## config.mk

```make
export PLATFORM = sky130hd
export DESIGN_NAME = muldiv_sequencer
export DESIGN_NICKNAME = d
export VERILOG_FILES = /design/src/rtl/muldiv_sequencer.sv
export SDC_FILE = /design/constraint.sdc
export NUM_CORES = 1
export LEC_CHECK = 0
export CORE_ASPECT_RATIO = 0.7
export CORE_UTILIZATION = 40
export CTS_CLUSTER_SIZE = 20
export DETAILED_ROUTE_END_ITERATION = 12
export PLACE_DENSITY = 0.69
export SYNTH_ARGS = -nofsm -noshare
export SYNTH_HDL_FRONTEND = slang
export SYNTH_SLANG_ARGS = --single-unit
```

## constraint.sdc

```tcl
create_clock -name clk -period 4.45 [get_ports clk]
set_input_delay 0.89 -clock clk [delete_from_list [all_inputs] [get_ports clk]]
set_output_delay 0.89 -clock clk [all_outputs]
set_load 0.005 [all_outputs]
```

## src/rtl/muldiv_sequencer.sv

```systemverilog
// Iterative MULT/MULTU/DIV/DIVU unit owning HI/LO; shift-add multiply, restoring divide, one bit per cycle.
// Latency: start at E0, HI/LO written at E(WIDTH+1) (E1 for divide by zero), done pulses the cycle after.
// Backpressure: starts while busy are ignored; stall holds the EX instruction until busy drops.
module muldiv_sequencer #(
    parameter int WIDTH = 32
) (
    input  logic             clk,
    input  logic             rst_n,
    input  logic             start_mult,
    input  logic             start_div,
    input  logic             op_signed,
    input  logic [WIDTH-1:0] operand_a,
    input  logic [WIDTH-1:0] operand_b,
    input  logic             abort,
    input  logic [1:0]       move_hi_lo,
    output logic [WIDTH-1:0] hi,
    output logic [WIDTH-1:0] lo,
    output logic [WIDTH-1:0] hi_lo_out,
    output logic             busy,
    output logic             stall,
    output logic             done,
    output logic             div_by_zero
);

    localparam logic [1:0] IDLE    = 2'd0;
    localparam logic [1:0] MUL_RUN = 2'd1;
    localparam logic [1:0] DIV_RUN = 2'd2;
    localparam logic [1:0] FIXUP   = 2'd3;
    localparam int CW = $clog2(WIDTH);

    logic [1:0]         state;
    logic [CW-1:0]      cnt;
    logic [2*WIDTH-1:0] acc;     // mult: {partial product, multiplier}; div: {remainder, dividend/quotient}
    logic [WIDTH-1:0]   b_mag;
    logic               is_div;
    logic               neg_q;
    logic               neg_r;
    logic               dz;

    logic [WIDTH-1:0]   a_mag;
    logic [WIDTH-1:0]   b_in_mag;
    logic [WIDTH:0]     mul_sum;
    logic [WIDTH:0]     div_trial;
    logic [2*WIDTH-1:0] prod;
    logic [WIDTH-1:0]   quot;
    logic [WIDTH-1:0]   rem;
    logic               last_step;

    always_comb begin
        a_mag     = (op_signed && operand_a[WIDTH-1]) ? -operand_a : operand_a;
        b_in_mag  = (op_signed && operand_b[WIDTH-1]) ? -operand_b : operand_b;
        mul_sum   = {1'b0, acc[2*WIDTH-1:WIDTH]} + {1'b0, (acc[0] ? b_mag : {WIDTH{1'b0}})};
        // Remainder shifted left with the next dividend bit, minus divisor; MSB set means borrow.
        div_trial = acc[2*WIDTH-1:WIDTH-1] - {1'b0, b_mag};
        prod      = neg_q ? -acc : acc;
        quot      = neg_q ? -acc[WIDTH-1:0] : acc[WIDTH-1:0];
        rem       = neg_r ? -acc[2*WIDTH-1:WIDTH] : acc[2*WIDTH-1:WIDTH];
        last_step = (cnt == CW'(WIDTH - 1));
    end

    always_ff @(posedge clk or negedge rst_n) begin
        if (!rst_n) begin
            state       <= IDLE;
            cnt         <= '0;
            acc         <= '0;
            b_mag       <= '0;
            is_div      <= 1'b0;
            neg_q       <= 1'b0;
            neg_r       <= 1'b0;
            dz          <= 1'b0;
            hi          <= '0;
            lo          <= '0;
            done        <= 1'b0;
            div_by_zero <= 1'b0;
        end else begin
            done        <= (state == FIXUP) && !abort;
            div_by_zero <= (state == FIXUP) && !abort && dz;
            if (abort) begin
                state <= IDLE;
            end else begin
                case (state)
                    IDLE: begin
                        if (start_mult || start_div) begin
                            cnt    <= '0;
                            b_mag  <= b_in_mag;
                            is_div <= !start_mult;
                            neg_q  <= op_signed && (operand_a[WIDTH-1] ^ operand_b[WIDTH-1]);
                            neg_r  <= op_signed && operand_a[WIDTH-1];
                            dz     <= 1'b0;
                            acc    <= {{WIDTH{1'b0}}, a_mag};
                            if (start_mult) begin
                                state <= MUL_RUN;
                            end else if (operand_b != '0) begin
                                state <= DIV_RUN;
                            end else begin
                                // Zero divisor skips iteration; HI later returns the raw dividend.
                                dz    <= 1'b1;
                                acc   <= {{WIDTH{1'b0}}, operand_a};
                                state <= FIXUP;
                            end
                        end
                    end
                    MUL_RUN: begin
                        acc <= {mul_sum, acc[WIDTH-1:1]};
                        cnt <= cnt + 1'b1;
                        if (last_step) state <= FIXUP;
                    end
                    DIV_RUN: begin
                        if (!div_trial[WIDTH]) acc <= {div_trial[WIDTH-1:0], acc[WIDTH-2:0], 1'b1};
                        else                   acc <= {acc[2*WIDTH-2:0], 1'b0};
                        cnt <= cnt + 1'b1;
                        if (last_step) state <= FIXUP;
                    end
                    default: begin
                        if (dz) begin
                            hi <= acc[WIDTH-1:0];
                            lo <= '1;
                        end else if (is_div) begin
                            hi <= rem;
                            lo <= quot;
                        end else begin
                            hi <= prod[2*WIDTH-1:WIDTH];
                            lo <= prod[WIDTH-1:0];
                        end
                        state <= IDLE;
                    end
                endcase
            end
        end
    end

    always_comb begin
        busy  = (state != IDLE);
        stall = busy && (start_mult || start_div || (move_hi_lo != 2'b00));
        case (move_hi_lo)
            2'b01:   hi_lo_out = hi;
            2'b10:   hi_lo_out = lo;
            default: hi_lo_out = '0;
        endcase
    end

endmodule

```

Word-level counts from Yosys, hierarchy flattened
Cells that the tools add are included.

Shift operators: 0. Multipliers: 0. Add/subtract/negate cells: 8. Equality and inequality tests: 9. Order comparisons: 0. Muxes and demuxes: 26. Reduce and logical (&&, ||, !) cells: 23. Div/mod/pow operators: 0. Bitwise logic cells: 3.

Operators by type and width (number): 32-bit two-way mux (11); 64-bit two-way mux (3); 64-bit one-hot mux with 3 select lines (1); 32-bit negator (4); 64-bit negator (1); 32-bit one-hot mux with 2 select lines (1); 32-bit by 32-bit adder with 33-bit output (1); 33-bit by 32-bit subtractor with 33-bit output (1); 32-bit nonzero test (1); 5-bit one-hot mux with 2 select lines (1); 3-bit AND reduction (3); 2-bit two-way mux (4); 2-bit equality test, second input constant (3); 1-bit logical AND (6); 2-bit nonzero test (3); 5-bit by 1-bit adder with 5-bit output, second input constant (1); 5-bit equality test, second input constant (1); 5-bit two-way mux (1); 2-bit by 1-bit equality test with 1-bit output, second input constant (2); 2-bit one-hot mux with 2 select lines (1); 2-bit AND reduction (2); 1-bit two-way mux (3); 3-bit by 1-bit != test with 1-bit output, second input constant (1); 3-bit != test, second input constant (1); other kinds (9) (12).

RAM bits: 0. Register bits: 173. Output and inout port bits: 100. Latch bits: 0. Logic and storage cells: 81. Input bits: 72. Memories: 0. Memory bits (read-only): 0.

Longest topological paths before layout
Word-level depth: 6. Gate-level depth with buffers: 14. Mapped depth without buffers: 13.

Worst setup path after synthesis
No wires, ideal clock.

Path type: flip-flop to flip-flop. Start point: reg acc[31]. End point: reg acc[39]. Stages on the path, launching flop included: 14. Path buffers: 1. Setup slack: 1211 ps. Data required time: 4308 ps. Arrival: 3097 ps. Period minus slack after synthesis: 3239 ps. Library setup time: 142 ps. Cells stage by stage: dfrtp_1 inv_1 ha_1 fa_1 nor2b_1 o31a_1 o2111ai_1 nand2_1 a31o_2 a31oi_1 xnor2_2 buf_2 mux2i_1 o221ai_1.

Longest elaborated chain between the ends: 3.

Ends and longest elaborated chain: from (decl) (RTL line 33) `logic [2*WIDTH-1:0] acc;`; from (signal assigned) (RTL line 90) `acc <= {{WIDTH{1'b0}}, a_mag};`; from (signal assigned) (RTL line 98) `acc <= {{WIDTH{1'b0}}, operand_a};`; from (signal assigned) (RTL line 104) `acc <= {mul_sum, acc[WIDTH-1:1]};`; 33-bit by 32-bit subtractor with 33-bit output (RTL line 54) `div_trial = acc[2*WIDTH-1:WIDTH-1] - {1'b0, b_mag};`; 64-bit two-way mux (RTL line 109) `if (!div_trial[WIDTH]) acc <= {div_trial[WIDTH-1:0], acc[WIDTH-2:0], 1'b1};`; 64-bit one-hot mux with 3 select lines (RTL line 81) `case (state)`.

No other way between the ends. A chain may end at the register's enable or synchronous reset.

Final worst setup path
Start point: reg acc[0]. End point: reg hi[18].

Longest elaborated chain between the ends: 4.

Ends and longest elaborated chain: 64-bit negator (RTL line 55) `prod = neg_q ? -acc : acc;`; 64-bit two-way mux (RTL line 55); 32-bit two-way mux (RTL line 118) `end else if (is_div) begin`; 32-bit two-way mux (RTL line 115) `if (dz) begin`; to (signal assigned) (RTL line 116) `hi <= acc[WIDTH-1:0];`; to (signal assigned) (RTL line 119) `hi <= rem;`; to (signal assigned) (RTL line 122) `hi <= prod[2*WIDTH-1:WIDTH];`; to (decl) (RTL line 16) `output logic [WIDTH-1:0] hi,`.

No other way between the ends.

==> out/qor.yml <==
p_leak_nw: 7.11
crit_path_start_kind: "flop"
die_x_um: 229
fin_crit_sh: 0.874
yosys_warnings: 0
synthArstFlopShare: 1.00
syn_inst: 1766
worst_ep_arrival_time_ns: 4.22
synth_area_um2: 14500
drc: 0
crit_start: "acc[0]"
crit_type: "flop to flop"
maxSlewHeadroom: 0.364
die_area_um2: 37000
grt_max_degree: 87
h-tree-depth: 4
synth-seq-cells: 173
synthFlopType: "dfrtp_1"
clk_pin_slew_ns: 0.08
track_usage: 0.258
rr_endpoint: "hi[18]"
clkSinkCount: 173
numPortBuffers: 171
hp-class: "flop to flop"
gp_congestion: 0.969
setup_tns_ns: 0
cts_tree: "built"
skew_ns: 0.0128
ant_nets: 0
synthesis.nets: 1918
wl_per_cell_um: 20.3
cts_made_buffers: 17
via_per_inst: 5.97
start_util: 0.412
worst_slew_pin_slew_ns: 0.955
vias: 14200
cp.depth: 11
reg2reg_slack_ns: 0.56
setup_violations: 0
rr_startpoint: "acc[0]"
crit_family: "simple AND/OR/NAND/NOR gates"
rows: 57
hold_slack_ns: 0.485
cp_slowest_stage_delay_ns: 0.55
worstPathRequired_ns: 4.78
grt_overflow: 0
crit_fanout: 16
num_io_pins: 172
end_kind: "flop"
drv_slew: 0
ys_seq_area_frac: 0.299
slowest_stage: "inv_1"
rr_worst_depth: 11
max_freq_mhz: 257
grt_pass1_vias: 13200
avgSynthCellArea_um2: 8.20
layout-drive-gt1-share: 0.0658
postCtsSetupRepairBufs: 0
coreArea_um2: 35200
clk_latency_ns: 0.45
worstSetupEndpoint: "hi[18]"
grt_pass1_wl_um: 75600
antenna_found_initial: 1
min_period_ns: 3.89
synth-edff-count: 0
cp_cell_sequence: "inv_1 > ha_1 > or3b_2 > nor4_1 > nand4_1 > nand2_1 > nand2b_1 > nor2_1 > a21oi_1 > xnor2_1 > o21ai_0"
dr.pass1.iters: 5
cap_violations: 0
initialDrtViolationCount: 1446
post_cts_resized: 0
cp_num_buf_inv: 1
cts_hold_buf: 0
area_growth_pct: 18.6
n_antenna_cell: 0
finalHoldViolations: 0
cts-root-buf: "clkbuf_16"
fin_nets: 2038
cts_buffer_depth: 2
rsz0062_at_grt: "false"
synthDistinctLibCells: 78
ir_worst_vdd_mv: 0.229
status: "finished clean"
dp_hpwl_um: 36800
powerDensity_nw_per_um2: 594
wirelength_um: 48100
die_y_um: 161
==> tightest hold or removal path, cell delays in order, from the launching register on <==
cell	delay (ns)
dfrtp_1	0.34
nand2_1	0.05
o21ai_0	0.06
==> where the power goes <==
part / total [mW] / switching [mW] / internal [mW]
Combinational: 5.59 / 3.18 / 2.42
Clock: 1.57 / 0.759 / 0.809
Sequential: 3.04 / 0.874 / 2.17
==> flip-flops by register name, summed over array words and instances, names as in the netlist <==
| name | count |
|---|---|
| state | 2 |
| cnt | 5 |
| acc | 64 |
| lo | 32 |
| hi | 32 |
| neg_r | 1 |
| b_mag | 32 |
| is_div | 1 |
| div_by_zero | 1 |
| dz | 1 |
| neg_q | 1 |
| done | 1 |
==> area by class of cell <==
type,instances,area (um2)
Tap cell,472,591
Clock inverter,14,150
Timing Repair Buffer,219,2100
Multi-Input combinational cell,1413,9330
Sequential cell,173,4330
Inverter,62,233
Fill cell,3310,18000
Clock buffer,18,439
==> through the flow <==
stage | cells | utilization | worst slack [ns] | area [um2] | power [mW]
CTS | 2371 | 0.488 | 0.720 | 17200 | 10.1
finish | 2371 | 0.488 | 0.560 | 17200 | 10.2
detailed placement | 2339 | 0.472 | 0.374 | 16600 | 8.52
global route | 2371 | 0.488 | 0.309 | 17200 | 10.9
global placement | 2339 | 0.472 | 0.462 | 16600 | 8.41
floorplan | 1766 | - | 1.21 | 14500 | 6.49
==> cell usage in the layout, fill, tap and decap left out, types with 42 or more instances in the layout <==
cell type        synthesis  routed
a21oi_1                155     155
a22oi_1                 47      47
buf_4                    1      46
clkdlybuf4s50_1          0     170
dfrtp_1                173     173
ha_1                    78      78
inv_1                   62      62
mux2i_1                 42      42
nand2_1                147     147
nor2_1                 149     147
nor2b_1                 45      44
nor3_1                  52      51
o21ai_0                153     153
xnor2_1                 83      83
xor2_1                  88      88
==> metal layers <==
metal,wire [um],global-route usage,vias to the layer above
li1,-,-,6614
met1,22700,0.392,6900
met2,20500,0.375,593
met3,4300,0.0491,43
met4,599,0.0497,2
met5,11,0,-
==> worst min-delay path by stage <==
stage,from,to,slack [ns],depth (start not counted)
after detailed placement,b_mag[12],b_mag[12],0.47,2
after floorplan,b_mag[10],b_mag[10],0.45,2
after global placement,b_mag[9],b_mag[9],0.47,2
after CTS,b_mag[2],b_mag[2],0.49,2
after global routing,b_mag[26],b_mag[26],0.51,2
final,b_mag[3],b_mag[3],0.48,2
==> cells in the mapped netlist (12+ instances only) <==
master    number  area share
o21ai_0      153       0.053
dfrtp_1      173        0.30
nand3_1       31       0.011
a211oi_1      30       0.016
nand2b_1      14      0.0060
a21oi_1      155       0.054
nor4_1        13      0.0056
a22oi_1       47       0.024
o21a_1        15      0.0078
o31ai_1       19      0.0098
xor2_1        88       0.053
nor3_1        52       0.018
nand2_1      147       0.038
a21o_1        32       0.017
nor2_1       149       0.039
clkbuf_1      89       0.023
o41ai_1       12      0.0073
o211ai_1      14      0.0073
mux2i_1       42       0.029
xnor2_1       83       0.050
nor2b_1       45       0.019
a221oi_1      26       0.016
inv_1         62       0.016
ha_1          78       0.067
a31oi_1       16      0.0069
and3_1        20      0.0086
==> cell families after synthesis <==
family | after synthesis | synth area share
adder cells (fa/ha/maj) | 80 | 0.0702
multiplexers | 42 | 0.0290
AND/OR/NAND/NOR | 546 | 0.186
buffers and inverters | 180 | 0.0590
XOR/XNOR | 172 | 0.105
flip-flops | 173 | 0.299
AO/OA/AOI/OAI | 573 | 0.252
(Power assumes the default switching activity.)
